===== config.mk =====
export PLATFORM = sky130hd
export DESIGN_NAME = alu_multicycle
export DESIGN_NICKNAME = d
export VERILOG_FILES = /design/src/rtl/alu_multicycle.sv
export SDC_FILE = /design/constraint.sdc
export NUM_CORES = 1
export LEC_CHECK = 0
export ABC_AREA = 0
export CORE_ASPECT_RATIO = 1.25
export CORE_UTILIZATION = 54
export DETAILED_ROUTE_END_ITERATION = 10
export PLACE_DENSITY = 0.83
export SYNTH_ARGS = -nofsm -noshare
export SYNTH_HDL_FRONTEND = slang
export SYNTH_SLANG_ARGS = --single-unit

===== constraint.sdc =====
create_clock -name clk -period 3.6 [get_ports clk]
set_input_delay 0.54 -clock clk [delete_from_list [all_inputs] [get_ports clk]]
set_output_delay 0.54 -clock clk [all_outputs]
set_load 0.03 [all_outputs]

===== src/rtl/alu_multicycle.sv =====
// ---------------------------------------------------------------------------
// alu_multicycle
//   Registered EX-stage ALU for the multi-cycle CPU. Single-cycle ops
//   (AND/OR/ADD/SUB/SLT/SRL) complete at the accepting edge. MULTU
//   (shift-add) and DIVU (restoring) iterate one bit per cycle for WIDTH
//   cycles. A start/busy/done handshake lets the control FSM wait on done.
//
// Ports
//   clk       rising-edge clock
//   rst_n     asynchronous active-low reset
//   start     request, sampled only while busy=0
//   signal    op: 000 AND, 001 OR, 010 ADD, 110 SUB, 111 SLT, 011 SRL,
//             100 MULTU, 101 DIVU
//   dataA     operand A
//   dataB     operand B (SRL source operand)
//   shamt     SRL shift amount
//   dataOut   result; MULTU low half; DIVU quotient
//   hi        MULTU high half; DIVU remainder; 0 for other ops
//   zero      dataOut == 0
//   overflow  signed overflow for ADD/SUB, 0 otherwise
//   busy      high while an iterative op runs
//   done      one-cycle pulse, outputs valid
// ---------------------------------------------------------------------------
module alu_multicycle #(
    parameter int WIDTH = 32,
    parameter int SHW   = 5
) (
    input  logic             clk,
    input  logic             rst_n,
    input  logic             start,
    input  logic [2:0]       signal,
    input  logic [WIDTH-1:0] dataA,
    input  logic [WIDTH-1:0] dataB,
    input  logic [SHW-1:0]   shamt,
    output logic [WIDTH-1:0] dataOut,
    output logic [WIDTH-1:0] hi,
    output logic             zero,
    output logic             overflow,
    output logic             busy,
    output logic             done
);

    localparam logic [2:0] OP_AND   = 3'b000;
    localparam logic [2:0] OP_OR    = 3'b001;
    localparam logic [2:0] OP_ADD   = 3'b010;
    localparam logic [2:0] OP_SRL   = 3'b011;
    localparam logic [2:0] OP_MULTU = 3'b100;
    localparam logic [2:0] OP_DIVU  = 3'b101;
    localparam logic [2:0] OP_SUB   = 3'b110;
    localparam logic [2:0] OP_SLT   = 3'b111;

    typedef enum logic [1:0] {
        S_IDLE = 2'd0,
        S_RUN  = 2'd1,
        S_DONE = 2'd2
    } state_t;

    state_t           state_reg;
    logic [WIDTH-1:0] data_out_reg;
    logic [WIDTH-1:0] hi_reg;
    logic             zero_reg;
    logic             overflow_reg;
    logic             busy_reg;
    logic             done_reg;

    // Iteration state: hi_acc/lo_acc form the 2*WIDTH working register,
    // opnd holds the multiplicand (MULTU) or divisor (DIVU).
    logic [WIDTH-1:0] hi_acc_reg;
    logic [WIDTH-1:0] lo_acc_reg;
    logic [WIDTH-1:0] opnd_reg;
    logic             op_div_reg;
    logic [SHW-1:0]   cnt_reg;

    // ------------------------------------------------------------------
    // Single-cycle datapath
    // ------------------------------------------------------------------
    logic             is_sub;
    logic [WIDTH-1:0] b_eff;
    logic [WIDTH-1:0] sum;
    logic             sum_ovf;

    // SUB and SLT share the adder with B inverted and carry-in set.
    assign is_sub  = (signal == OP_SUB) || (signal == OP_SLT);
    assign b_eff   = is_sub ? ~dataB : dataB;
    assign sum     = dataA + b_eff + WIDTH'(is_sub);
    assign sum_ovf = (dataA[WIDTH-1] == b_eff[WIDTH-1]) && (sum[WIDTH-1] != dataA[WIDTH-1]);

    // Logarithmic right shifter: stage gi shifts by 2**gi when shamt[gi] set.
    logic [WIDTH-1:0] shift_stage [0:SHW];
    assign shift_stage[0] = dataB;

    genvar gi;
    generate
        for (gi = 0; gi < SHW; gi++) begin : g_srl
            assign shift_stage[gi+1] = shamt[gi] ? (shift_stage[gi] >> (2**gi)) : shift_stage[gi];
        end
    endgenerate

    logic [WIDTH-1:0] alu_result;
    logic             alu_ovf;
    logic             is_iter_op;

    assign is_iter_op = (signal == OP_MULTU) || (signal == OP_DIVU);
    assign alu_ovf    = ((signal == OP_ADD) || (signal == OP_SUB)) ? sum_ovf : 1'b0;

    always_comb begin
        alu_result = '0;
        case (signal)
            OP_AND:  alu_result = dataA & dataB;
            OP_OR:   alu_result = dataA | dataB;
            OP_ADD:  alu_result = sum;
            OP_SUB:  alu_result = sum;
            OP_SLT:  alu_result = WIDTH'(sum[WIDTH-1] ^ sum_ovf);
            OP_SRL:  alu_result = shift_stage[SHW];
            default: alu_result = '0;
        endcase
    end

    // ------------------------------------------------------------------
    // Iterative datapath (one bit per cycle)
    // ------------------------------------------------------------------
    // MULTU: lo_acc starts as the multiplier; each step conditionally adds
    // the multiplicand into the high half, then shifts the pair right.
    logic [WIDTH:0]   mul_sum;
    logic [WIDTH-1:0] mul_hi_next;
    logic [WIDTH-1:0] mul_lo_next;

    assign mul_sum     = {1'b0, hi_acc_reg} + (lo_acc_reg[0] ? {1'b0, opnd_reg} : '0);
    assign mul_hi_next = mul_sum[WIDTH:1];
    assign mul_lo_next = {mul_sum[0], lo_acc_reg[WIDTH-1:1]};

    // DIVU: lo_acc starts as the dividend and fills with quotient bits from
    // the right; hi_acc is the partial remainder. A zero divisor always
    // "fits", which naturally yields an all-ones quotient and remainder=A.
    logic [WIDTH:0]   div_shift;
    logic [WIDTH:0]   div_diff;
    logic             div_ge;
    logic [WIDTH-1:0] div_hi_next;
    logic [WIDTH-1:0] div_lo_next;

    assign div_shift   = {hi_acc_reg, lo_acc_reg[WIDTH-1]};
    assign div_diff    = div_shift - {1'b0, opnd_reg};
    assign div_ge      = div_shift >= {1'b0, opnd_reg};
    assign div_hi_next = div_ge ? div_diff[WIDTH-1:0] : div_shift[WIDTH-1:0];
    assign div_lo_next = {lo_acc_reg[WIDTH-2:0], div_ge};

    logic [WIDTH-1:0] iter_hi;
    logic [WIDTH-1:0] iter_lo;

    assign iter_hi = op_div_reg ? div_hi_next : mul_hi_next;
    assign iter_lo = op_div_reg ? div_lo_next : mul_lo_next;

    // ------------------------------------------------------------------
    // Control FSM with registered outputs
    // ------------------------------------------------------------------
    always_ff @(posedge clk or negedge rst_n) begin
        if (!rst_n) begin
            state_reg    <= S_IDLE;
            data_out_reg <= '0;
            hi_reg       <= '0;
            zero_reg     <= 1'b0;
            overflow_reg <= 1'b0;
            busy_reg     <= 1'b0;
            done_reg     <= 1'b0;
            hi_acc_reg   <= '0;
            lo_acc_reg   <= '0;
            opnd_reg     <= '0;
            op_div_reg   <= 1'b0;
            cnt_reg      <= '0;
        end else begin
            case (state_reg)
                S_RUN: begin
                    hi_acc_reg <= iter_hi;
                    lo_acc_reg <= iter_lo;
                    cnt_reg    <= cnt_reg + SHW'(1);
                    if (cnt_reg == SHW'(WIDTH - 1)) begin
                        data_out_reg <= iter_lo;
                        hi_reg       <= iter_hi;
                        zero_reg     <= (iter_lo == '0);
                        overflow_reg <= 1'b0;
                        busy_reg     <= 1'b0;
                        done_reg     <= 1'b1;
                        state_reg    <= S_DONE;
                    end
                end
                default: begin
                    // S_IDLE and S_DONE both accept a new request.
                    if (start) begin
                        if (is_iter_op) begin
                            op_div_reg <= (signal == OP_DIVU);
                            hi_acc_reg <= '0;
                            lo_acc_reg <= (signal == OP_DIVU) ? dataA : dataB;
                            opnd_reg   <= (signal == OP_DIVU) ? dataB : dataA;
                            cnt_reg    <= '0;
                            busy_reg   <= 1'b1;
                            done_reg   <= 1'b0;
                            state_reg  <= S_RUN;
                        end else begin
                            data_out_reg <= alu_result;
                            hi_reg       <= '0;
                            zero_reg     <= (alu_result == '0);
                            overflow_reg <= alu_ovf;
                            busy_reg     <= 1'b0;
                            done_reg     <= 1'b1;
                            state_reg    <= S_DONE;
                        end
                    end else begin
                        done_reg  <= 1'b0;
                        state_reg <= S_IDLE;
                    end
                end
            endcase
        end
    end

    assign dataOut  = data_out_reg;
    assign hi       = hi_reg;
    assign zero     = zero_reg;
    assign overflow = overflow_reg;
    assign busy     = busy_reg;
    assign done     = done_reg;

endmodule


==> key figures, run 1 <==
Critical path
  – Worst EP required: 3940 ps
  – Element type at the critical path end: flop
  – R2R depth: 15
  – Crit path max fanout: 6
  – RR Startpoint: lo_acc_reg[0]$_DFFE_PN0P_
  – Worst EP arrival: 3960 ps
  – Reg2reg end: hi[30]$_DFFE_PN0P_
  – Reg2reg setup slack: -20 ps
  – CP Launch Type: flop
  – Setup CP Type: flop to flop
  – Crit path to: hi[30]$_DFFE_PN0P_
  – Critical path origin: lo_acc_reg[0]$_DFFE_PN0P_

Timing
  – Setup TNS: -19.22 ps
  – Hold Vio Cnt, Final: 0
  – Final worst slack: -19.22 ps
  – Final setup viols: 1
  – RSZ-0062 raised after global routing: yes
  – Max Slew Vio Count: 0
  – Max-slew headroom: 32.82%
  – Tcrit/Tclk final: 100.5%
  – Worst Tran Pin Value: 1000 ps
  – Setup Skew: 14.85 ps
  – Min cycle time layout: 3619 ps
  – Fmax achieved: 0.2763 GHz

Global routing
  – Largest net degree at the start of global routing: 79
  – GRT overflow: 0
  – Vias in the first global route: 19159
  – All-Layer GR Usage: 42.97%
  – Initial antenna violation count: 0
  – First-pass GRT wire length: 107700 um

Yosys
  – Flops & latches, synth: 171
  – Ys Warns: 0
  – Synth Flop Type: dfrtp_1
  – Synth area leader: dfrtp_1
  – Net Count, Synth: 2345
  – Number of enable flip-flop cells after synthesis: 0
  – Most area-consuming cells after synthesis: dfrtp_1 (25%), ha_1 (7.6%), nand2_1 (6.1%)
  – Syn_area_per_cell: 7.984 um2
  – Post-synth top area share: 24.79%
  – Asr flop ratio synth: 100.0%
  – Post-synthesis cell count: 2162
  – Seq/Total Area, Yosys: 24.79%
  – Cell area after synthesis: 0.01726 mm2
  – Cell variety after synth: 91

Power
  – Leakage: 0.01050 uW
  – Switching power: 7000 uW
  – Reg power frac: 21.5%
  – Peak VDD IR: 0.0008081 V
  – Cell internal pwr: 7746 uW
  – Sw frac: 47.47%
  – Combinational share of power: 66.3%
  – Clock Power Share: 12.2%
  – Power per cell area: 644.4 mW/mm2

Floorplan
  – I/O pin total: 143
  – Row Count: 72
  – Die area: 0.03269 mm2
  – Die height: 201.9 um
  – Starting Density: 55.38%
  – DIE WIDTH: 161.9 um
  – Core area: 0.03117 mm2

Clock tree
  – Hold Buf Count CTS: 0
  – Clk buf depth: 2
  – Clock Sink Count: 171
  – CTS root buf: clkbuf_16
  – TritonCTS Buffers: 17
  – H-tree levels: 4
  – CTS tree: done
  – Clk_lat worst skew: 470 ps
  – CTS clk-pin slew, worst paths: 70 ps

Cells and area
  – Fin cells: 2996
  – Final instance area: 0.02288 mm2
  – Final net count: 2759
  – Antenna diodes: 0
  – Most common cell after layout, fill and taps aside: buf_4
  – Area growth, synth to finish: 32.57%
  – Most frequent cells in the layout: buf_4 (395), nand2_1 (278), o21ai_0 (178)
  – Fraction of layout instances using a drive strength above 1: 24.53%

Drt
  – Initial detailed-routing violation count: 2365
  – Detailed Route WL: 71160 um
  – # DRC: 0
  – Vias: 19433
  – Post-route ant nets: 0
  – Via/cell ratio: 6.486
  – DRT Pass-1 Iters: 5
  – Per-cell routed wire length: 23.75 um

Worst hold path
  – HP Class: input pin to asynchronous set/reset pin

Placed design
  – Area after DPL: 0.02165 mm2
  – Placed cells: 2947
  – Dpl hpwl: 54910 um
  – Port-buffer cells: 142
  – Routability cong.: 1.054
  – Dpl ws: -768.8 ps

Run status
  – Status: complete, but fails checks
  – Violated checks: setup timing

Flow run
  – MaxCap Viol Count: 0
routing by layer:
metal	vias up	GRT usage, %	share of wire (%)
met5	-	0	0
met4	0	27.66	7.4
met3	290	5.705	7.2
met1	9309	51.14	38
met2	1097	72.53	48
li1	8737	-	-
through the flow:
step                power (uW)  utilization, %  hold slack (ps)
global route             15530           73.42            153.4
global placement         11890           69.45            449.5
finish                   14750           73.42            102.5
floorplan                 8678               -            244.4
detailed placement       12120           69.45            456.5
CTS                      14040           71.82            137.3
final cells by class:
type | instances | area (um2)
inverter | 66 | 247.7
fill | 2384 | 8285
sequential | 171 | 4282
tap | 407 | 509.2
clock buffer | 19 | 442.9
clock inverter | 13 | 106.4
multi-input combinational | 1766 | 12620
timing repair buffer | 554 | 4673
critical path: stages (launching register included):
cell and delay [ps]:
dfrtp_2 470, buf_6 160, and2_1 160, ha_4 230
buf_4 150, nor3_1 300, nor2_1 130, nand4_1 150
o2111a_2 250, a22oi_1 110, and2_1 170, a31o_2 260
o41ai_4 350, mux2i_1 150, o32ai_2 340, o21ai_1 120
logic make-up (layout without fill, tap and decap cells):
kind of cell	Yosys count	in the layout	share of synthesized area [%]
fa+ha+maj	133	133	9.409
simple gates	724	724	19.52
xor+xnor	97	97	4.922
flops	171	171	24.79
compound gates	657	657	24.72
mux	155	155	11.10
buf+inv	225	652	5.538
cells in the mapped netlist (38+ instances only):
cell type	count
clkbuf_1	104
inv_1	62
nand3_1	96
nand2_1	282
xnor2_1	79
nor2_1	152
ha_1	105
dfrtp_1	171
a21o_1	66
mux2_2	38
and2_1	44
a211oi_1	42
mux2i_1	91
o21ai_0	191
a21oi_1	146
worst min path at each step:
stage	slack [ps]	start	to
finish	100	rst_n	hi_acc_reg[29]$_DFFE_PN0P_
global route	150	rst_n	hi_acc_reg[29]$_DFFE_PN0P_
CTS	140	rst_n	hi_acc_reg[29]$_DFFE_PN0P_
detailed placement	460	hi[17]$_DFFE_PN0P_	hi[17]$_DFFE_PN0P_
global placement	450	hi[9]$_DFFE_PN0P_	hi[9]$_DFFE_PN0P_
floorplan	240	rst_n	busy$_DFFE_PN0P_
power by group through the flow:
stage	logic [uW]	clock network, uW	registers, uW
4_1_cts	9140	1780	3110
3_3_place_gp	8790	0	3100
2_1_floorplan	5380	0	3300
5_1_grt	10400	1860	3240
6_report	9780	1800	3170
3_5_place_dp	8990	0	3130
repair_timing:
action / CTS / global route
cloned: 0 / 1
resized for setup: 29 / 93
pin swaps: 15 / 38
setup buffers: 9 / 7
setup endpoints to repair: 27 / 40
Power figures use the tool's default switching activity.
==> run 2, diff against run 1 <==
--- a/config.mk
+++ b/config.mk
@@ -7,9 +7,11 @@
 export LEC_CHECK = 0
 export ABC_AREA = 0
 export CORE_ASPECT_RATIO = 1.25
-export CORE_UTILIZATION = 54
+export CORE_UTILIZATION = 60
 export DETAILED_ROUTE_END_ITERATION = 10
-export PLACE_DENSITY = 0.83
+export PLACE_DENSITY = 0.9
+export SKIP_CTS_REPAIR_TIMING = 1
+export SLEW_MARGIN = 40
 export SYNTH_ARGS = -nofsm -noshare
 export SYNTH_HDL_FRONTEND = slang
 export SYNTH_SLANG_ARGS = --single-unit
==> key figures, run 2 (same netlist as run 1, synthesis figures left out) <==
Power
  – Peak VDD IR: 0.0004143 V (-49%)
  – Power per cell area: 645.1 mW/mm2 (+0.11%)
  – Cell internal pwr: 7587 uW (-2.1%)
  – Combinational share of power: 64.8% (-1.5 points)
  – Switching power: 6861 uW (-2.0%)
  – Reg power frac: 21.9% (+0.4 points)
  – Leakage: 0.01041 uW (-0.93%)
  – Sw frac: 47.49% (about the same)
  – Clock Power Share: 13.3% (+1.1 points)

Timing
  – Max-slew headroom: 42.30% (+9.5 points)
  – Hold_ws: 117.3 ps (+14.78 ps)
  – Tcrit/Tclk final: 100.7% (+0.13 points)
  – Fmax achieved: 0.2760 GHz (-0.13%)
  – RSZ-0062 raised after global routing: yes
  – Worst Tran Pin Value: 841.5 ps (-158.5 ps)
  – Setup Skew: 12.82 ps (-2.030 ps)
  – Final worst slack: -23.81 ps (-4.591 ps)
  – Min cycle time layout: 3624 ps (+4.591 ps)
  – Max Slew Vio Count: 0 (unchanged)
  – Final setup viols: 1 (unchanged)
  – Hold Vio Cnt, Final: 0 (unchanged)

Drt
  – Detailed Route WL: 69960 um (-1.7%)
  – Per-cell routed wire length: 23.92 um (+0.73%)
  – Vias: 19533 (+0.51%)
  – DRT Pass-1 Iters: 7 (+2)
  – Initial detailed-routing violation count: 2220 (-6.1%)
  – # DRC: 0 (unchanged)
  – Via/cell ratio: 6.680 (+3.0%)
  – Post-route ant nets: 0 (unchanged)

Placed design
  – Area after DPL: 0.02149 mm2 (-0.72%)
  – Port-buffer cells: 142 (unchanged)
  – Placed cells: 2888 (-2.0%)
  – Routability cong.: 1.100 (+4.4%)
  – Dpl ws: -747.2 ps (+21.58 ps)
  – Dpl hpwl: 53100 um (-3.3%)

Critical path
  – Element type at the critical path end: flop
  – CP Launch Type: flop
  – Worst EP required: 3910 ps (-30 ps)
  – Worst EP arrival: 3930 ps (-30 ps)
  – Setup CP Type: flop to flop
  – Crit path max fanout: 30 (+24)

Floorplan
  – Die height: 191.6 um (-5.1%)
  – Die area: 0.02946 mm2 (-9.9%)
  – Core area: 0.02832 mm2 (-9.2%)
  – I/O pin total: 143 (unchanged)
  – Row Count: 69 (-4.2%)
  – DIE WIDTH: 153.7 um (-5.1%)
  – Starting Density: 60.96% (+5.6 points)

Cells and area
  – Fraction of layout instances using a drive strength above 1: 22.46% (-2.1 points)
  – Fin cells: 2924 (-2.4%)
  – Antenna diodes: 0 (unchanged)
  – Most frequent cells in the layout: buf_4 (383), nand2_1 (279), o21ai_0 (182)
  – Fin util: 79.10% (+5.7 points)
  – Final net count: 2740 (-0.69%)
  – Final instance area: 0.02240 mm2 (-2.1%)
  – Most common cell after layout, fill and taps aside: buf_4
  – Area growth, synth to finish: 29.76%

Run status
  – Violated checks: setup timing
  – Status: complete, but fails checks

Clock tree
  – CTS tree: done
  – Clk_lat worst skew: 450 ps (-20 ps)
  – CTS root buf: clkbuf_16
  – TritonCTS Buffers: 17 (unchanged)
  – CTS clk-pin slew, worst paths: 70 ps (about the same)
  – H-tree levels: 4 (unchanged)
  – Clock Sink Count: 171 (unchanged)
  – Clk buf depth: 2 (unchanged)

Global routing
  – GRT overflow: 0 (unchanged)
  – Largest net degree at the start of global routing: 90 (+14%)
  – All-Layer GR Usage: 47.05% (+4.1 points)
  – Initial antenna violation count: 2 (+2)
  – Vias in the first global route: 19074 (-0.44%)
  – First-pass GRT wire length: 105900 um (-1.6%)

Flow run
  – MaxCap Viol Count: 0 (unchanged)

Worst hold path
  – HP Class: input pin to asynchronous set/reset pin
-- run 2: per-stage QoR --
step / total power, uW / setup TNS (ps)
after floorplan: 8678 / 0
after global placement: 11630 / -9321
after detailed placement: 11930 / -12020
after CTS: 13920 / -3225
after global routing: 15230 / -1546
final: 14450 / -23.81
-- run 2: layout make-up --
cell class                 instances  area, um2
fill                            1949       5918
clock inverter                    12      153.9
inverter                          66      247.7
multi-input combinational       1766      12340
sequential                       171       4280
timing repair buffer             535       4498
clock buffer                      19      432.9
tap                              355      444.2
-- run 2: critical path, cell delays in order (launching register included) --
cell       delay [ps]
dfrtp_1           440
buf_12            190
and2_1            150
ha_1              360
and3_1            210
and2_2            250
nand4_1           150
o2111a_2          260
a22oi_1           110
and2_1            190
a31o_2            280
o41ai_4           270
buf_4             180
xnor2_1            60
a2bb2oi_1         270
a21oi_1           100
-- run 2: power groups by stage --
| stage | registers (uW) | clock network (uW) | logic [uW] |
|---|---|---|---|
| 2_1_floorplan | 3300 | 0 | 5380 |
| 3_3_place_gp | 3100 | 0 | 8530 |
| 3_5_place_dp | 3130 | 0 | 8790 |
| 4_1_cts | 3120 | 1900 | 8890 |
| 5_1_grt | 3210 | 1990 | 10000 |
| 6_report | 3160 | 1920 | 9370 |
-- run 2: worst paths after layout --
check / start / end / cells after the start / slack, ps
setup reg to reg: lo_acc_reg[0]$_DFFE_PN0P_ / hi[28]$_DFFE_PN0P_ / 15 / -20
max in group asynchronous: rst_n / cnt_reg[2]$_DFFE_PN0P_ / 2 / 2660
setup / recovery: lo_acc_reg[0]$_DFFE_PN0P_ / hi[28]$_DFFE_PN0P_ / 15 / -20
hold reg to reg: hi[17]$_DFFE_PN0P_ / hi[17]$_DFFE_PN0P_ / 2 / 470
hold / removal: rst_n / hi_acc_reg[29]$_DFFE_PN0P_ / 1 / 120
min in group clk: hi[17]$_DFFE_PN0P_ / hi[17]$_DFFE_PN0P_ / 2 / 470
-- run 2: layer usage --
layer  vias up  wire length (um)  GRT usage, %
li1       8682                 -             -
met5         -                29             0
met3       398              6612         8.777
met2      1303             32220         77.57
met4         4              6206         35.69
met1      9146             24880         54.58
